===== config.mk =====
export PLATFORM = sky130hd
export DESIGN_NAME = serial_subtractor
export DESIGN_NICKNAME = d
export VERILOG_FILES = /design/src/rtl/serial_sub_pkg.sv /design/src/rtl/full_subtractor.sv /design/src/rtl/serial_subtractor.sv
export SDC_FILE = /design/constraint.sdc
export NUM_CORES = 1
export LEC_CHECK = 0
export BUFFER_PORTS_ARGS = -buffer_cell sky130_fd_sc_hd__clkbuf_2
export CORE_MARGIN = 2
export CORE_UTILIZATION = 53
export DETAILED_ROUTE_END_ITERATION = 8
export PLACE_DENSITY_LB_ADDON = 0.12
export REMOVE_ABC_BUFFERS = 1
export SETUP_SLACK_MARGIN = 0.5
export SLEW_MARGIN = 20
export SYNTH_ARGS = -nofsm -noshare
export SYNTH_HDL_FRONTEND = slang
export SYNTH_SLANG_ARGS = --single-unit

===== constraint.sdc =====
create_clock -name clk_i -period 1.35 [get_ports clk_i]
set_input_delay 0.0675 -clock clk_i [delete_from_list [all_inputs] [get_ports clk_i]]
set_output_delay 0.0675 -clock clk_i [all_outputs]
set_load 0.05 [all_outputs]

===== src/rtl/serial_sub_pkg.sv =====
// Shared types and helpers for the bit-serial subtractor.
package serial_sub_pkg;

  typedef enum logic [1:0] {StIdle, StShift, StDone} state_e;

  // Bit-counter width; the counter only has to reach width-1.
  function automatic int unsigned cnt_width(input int unsigned width);
    return (width < 2) ? 1 : $clog2(width);
  endfunction

endpackage


===== src/rtl/full_subtractor.sv =====
// One-bit full subtractor: d = a - b - bin, with borrow out.
module full_subtractor (
  input  logic a_i,
  input  logic b_i,
  input  logic bin_i,
  output logic d_o,
  output logic bout_o
);

  assign d_o    = a_i ^ b_i ^ bin_i;
  assign bout_o = (~a_i & b_i) | (~(a_i ^ b_i) & bin_i);

endmodule


===== src/rtl/serial_subtractor.sv =====
// Bit-serial WIDTH-bit subtractor (diff = a - b - bin), LSB first, one bit per clock.
// Define SERIAL_SUB_OVF_EN to add the signed-overflow output ovf_o.
module serial_subtractor
  import serial_sub_pkg::*;
#(
  parameter int unsigned WIDTH = 8
) (
  input  logic             clk_i,
  input  logic             rst_ni,
  input  logic             in_valid_i,
  output logic             in_ready_o,
  input  logic [WIDTH-1:0] a_i,
  input  logic [WIDTH-1:0] b_i,
  input  logic             bin_i,
  output logic             out_valid_o,
  input  logic             out_ready_i,
  output logic [WIDTH-1:0] diff_o,
  output logic             bout_o
`ifdef SERIAL_SUB_OVF_EN
  ,
  output logic             ovf_o
`endif
);

  localparam int unsigned CntW = cnt_width(WIDTH);
  localparam logic [CntW-1:0] LastCnt = CntW'(WIDTH - 1);

  state_e           state_q, state_d;
  logic [WIDTH-1:0] a_q, a_d, b_q, b_d, diff_q, diff_d;
  logic [CntW-1:0]  cnt_q, cnt_d;
  logic             br_q, br_d, bout_q, bout_d;
  logic             bit_d, bit_bout;
  logic             accept, last_bit;

  full_subtractor u_full_subtractor (
    .a_i    (a_q[0]),
    .b_i    (b_q[0]),
    .bin_i  (br_q),
    .d_o    (bit_d),
    .bout_o (bit_bout)
  );

  assign accept   = (state_q == StIdle) && in_valid_i;
  assign last_bit = (state_q == StShift) && (cnt_q == LastCnt);

  always_comb begin
    state_d     = state_q;
    a_d         = a_q;
    b_d         = b_q;
    br_d        = br_q;
    cnt_d       = cnt_q;
    diff_d      = diff_q;
    bout_d      = bout_q;
    in_ready_o  = 1'b0;
    out_valid_o = 1'b0;
    unique case (state_q)
      StIdle: begin
        in_ready_o = 1'b1;
        if (in_valid_i) begin
          a_d     = a_i;
          b_d     = b_i;
          br_d    = bin_i;
          cnt_d   = '0;
          state_d = StShift;
        end
      end
      StShift: begin
        // Result bits enter at the MSB so the LSB lands at bit 0 after WIDTH shifts.
        diff_d = {bit_d, diff_q[WIDTH-1:1]};
        a_d    = {1'b0, a_q[WIDTH-1:1]};
        b_d    = {1'b0, b_q[WIDTH-1:1]};
        br_d   = bit_bout;
        cnt_d  = cnt_q + CntW'(1);
        if (cnt_q == LastCnt) begin
          bout_d  = bit_bout;
          state_d = StDone;
        end
      end
      StDone: begin
        out_valid_o = 1'b1;
        if (out_ready_i) state_d = StIdle;
      end
      default: state_d = StIdle;
    endcase
  end

  always_ff @(posedge clk_i or negedge rst_ni) begin
    if (!rst_ni) begin
      state_q <= StIdle;
      a_q     <= '0;
      b_q     <= '0;
      diff_q  <= '0;
      cnt_q   <= '0;
      br_q    <= 1'b0;
      bout_q  <= 1'b0;
    end else begin
      state_q <= state_d;
      a_q     <= a_d;
      b_q     <= b_d;
      diff_q  <= diff_d;
      cnt_q   <= cnt_d;
      br_q    <= br_d;
      bout_q  <= bout_d;
    end
  end

  assign diff_o = diff_q;
  assign bout_o = bout_q;

`ifdef SERIAL_SUB_OVF_EN
  // Operand MSBs are shifted out during SHIFT, so keep copies for the overflow term.
  logic a_msb_q, a_msb_d, b_msb_q, b_msb_d, ovf_q, ovf_d;

  always_comb begin
    a_msb_d = a_msb_q;
    b_msb_d = b_msb_q;
    ovf_d   = ovf_q;
    if (accept) begin
      a_msb_d = a_i[WIDTH-1];
      b_msb_d = b_i[WIDTH-1];
    end
    if (last_bit) ovf_d = (a_msb_q ^ b_msb_q) & (bit_d ^ a_msb_q);
  end

  always_ff @(posedge clk_i or negedge rst_ni) begin
    if (!rst_ni) begin
      a_msb_q <= 1'b0;
      b_msb_q <= 1'b0;
      ovf_q   <= 1'b0;
    end else begin
      a_msb_q <= a_msb_d;
      b_msb_q <= b_msb_d;
      ovf_q   <= ovf_d;
    end
  end

  assign ovf_o = ovf_q;
`else
  logic unused_flags;
  assign unused_flags = accept ^ last_bit;
`endif

endmodule


==> out/results.ini <==
[power]
clockPowerShare_pct=13.2
power_frac_comb_pct=57.3
sw_frac_of_total_pct=39.5
p_int_mw=3.52
seqPwrFrac_pct=29.5
power.switching_mw=2.29
power.density_nw_per_um2=2560
ir_drop_mv=2.77
p_leak_nw=1.05

[setup_path]
r2r_slack_ns=0.007
arrival_ns=1.57
startpoint_type=register
crit_fanout=14
worstPathRequired_ns=1.57
cp-end-kind=register
crit_type=reg2reg

[yosys]
synth_cells=122
synth_cell_types=28
synth_area_leaders=dfrtp_1, mux2_2, nor3b_1
synth.ff_latch_count=31
yosysWarningCount=0
synth_edf_count=0
async_flop_share_pct=100
postSynthAreaPerCell_um2=12.4
yosysSeqAreaShare_pct=51.3
yosysTopAreaCell=dfrtp_1
synth_top_cell_area_share_pct=51.3
syn-cell-area_um2=1510
synth_ff_type=dfrtp_1

[place]
pre_cts_slack_ns=0.0552
gp_congestion=0.730
hpwl_um=2130
place.port_buffers=31

[layout]
synthToLayoutAreaGrowth_pct=50.2
mostFrequentLayoutCells=dfrtp_1, clkbuf_2, buf_4
drive_above_1_share_pct=57.9
final_core_util_pct=83.0
mostFrequentLayoutCell=dfrtp_1
nets=201
diodes=0

[grt]
grt_usage_pct=23.5
antenna_found_initial=0
grt_pass1_vias=1182
overflow=0
grt_pass1_wl_um=5780
grt_max_degree=22

[timing]
worst_slack_ns=0.00655
rsz0062_at_grt=yes
clock_skew_ns=0.00712
setup_viol=0
max_slew_margin_pct=71.7
max_freq_mhz=744
worst_slew_pin_slew_ns=0.425
hold_violations=0
fin_crit_ns=1.34
slew_violations=0
period_share_pct=99.5

[die]
initial_utilization_pct=55.3
core_area_um2=2730
die_w_um=57.4
die_area_um2=3290
row_count=19
die_h_um=57.4
ios=32

[clock_network]
cts_root_buf=clkbuf_4
cts_max_path_buffers=2
cts_buffers=5
cts_tree=done
clock-sinks=31
h-tree-depth=2
clock_latency_ns=0.33
path_clk_slew_ns=0.10

[drt]
drcViolationCount=0
wirelength_um=3810
drt_iter0_drc=45
postRouteAntennaNets=0
vias=1178
drt_first_pass_iters=5
viasPerCell=5.64
wire_per_inst_um=18.2

[run]
drv_cap=0

[run_status]
status=complete, no violations

[worst_hold_path]
min_path_type=in2reg

[cell type report]
cell class | instances | area [um2]
Timing Repair Buffer | 58 | 529
Inverter | 12 | 45.0
Clock buffer | 6 | 51.3
Fill cell | 158 | 464
Sequential cell | 31 | 777
Multi-Input combinational cell | 69 | 793
Tap cell | 31 | 38.8
Clock inverter | 2 | 35.0
[critical path, stage by stage (launching register included)]
cell	delay, ns
dfrtp_1	0.42
buf_6	0.16
or4b_1	0.53
o221a_2	0.14
[worst paths after layout]
kind,to,depth (start not counted),start
setup / recovery,a_q[6],3,state_q[1]
hold / removal,br_q,3,bin_i
setup reg to reg,a_q[6],3,state_q[1]
hold reg to reg,b_q[7],1,b_q[7]
max in group asynchronous,diff_o[7],3,rst_ni
min in group asynchronous,a_q[7],2,rst_ni
[metal layers]
layer,share of wire (%),vias to the layer above,track usage [%]
li1,-,562,-
met1,40,584,29.0
met2,55,28,38.6
met3,3.4,4,7.48
met4,0.66,0,8.31
met5,0,-,0
[power by group through the flow]
stage	combinational [mW]	sequential (mW)	clock, mW
after floorplan	1.05	2.18	0
after global placement	2.12	1.65	0
after detailed placement	2.19	1.69	0
after CTS	2.91	1.66	0.779
after global routing	3.56	1.76	0.823
final	3.33	1.71	0.768
[state kept, by name (all words and copies together) (netlist names)]
| register | cells |
|---|---|
| b_q | 8 |
| state_q | 2 |
| bout_o | 1 |
| a_q | 8 |
| cnt_q | 3 |
| br_q | 1 |
| diff_o | 8 |
[cells in the mapped netlist, drive strengths merged (2+ instances only)]
master / number
dfrtp: 31
inv: 12
nor3b: 11
a211oi: 9
buf: 9
nor4b: 9
mux2: 8
o221a: 5
or4b: 5
a211o: 2
a22o: 2
ha: 2
mux2i: 2
nand2b: 2
nor2b: 2
nor4bb: 2
[metrics by stage]
stage	hold slack (ns)	cells	area [um2]	total power, mW	TNS [ns]
floorplan	-0.228	112	1450	3.23	-5.98
global placement	0.0126	183	1720	3.77	0
detailed placement	0.0130	183	1720	3.88	0
CTS	0.0568	203	2120	5.35	0
global route	0.0358	209	2270	6.14	-0.0576
finish	0.0659	209	2270	5.81	0
[repair_timing]
item | 4_1_cts | 5_1_grt
pin swaps | 5 | 4
hold buffers | 2 | 0
endpoints found under the setup margin | 42 | 42
hold endpoints to repair | 32 | 0
setup buffers | 10 | 6
resized for setup | 47 | 28
[kinds of logic after synthesis]
| group | Yosys count | share of synthesized area [%] |
|---|---|---|
| buffers and inverters | 22 | 7.20 |
| AOI/OAI and AO/OA | 23 | 13.0 |
| and+or+nand+nor | 33 | 18.2 |
| DFF | 31 | 51.3 |
| adders and majority gates | 3 | 2.98 |
| muxes | 10 | 7.29 |
(Power assumes the default switching activity.)
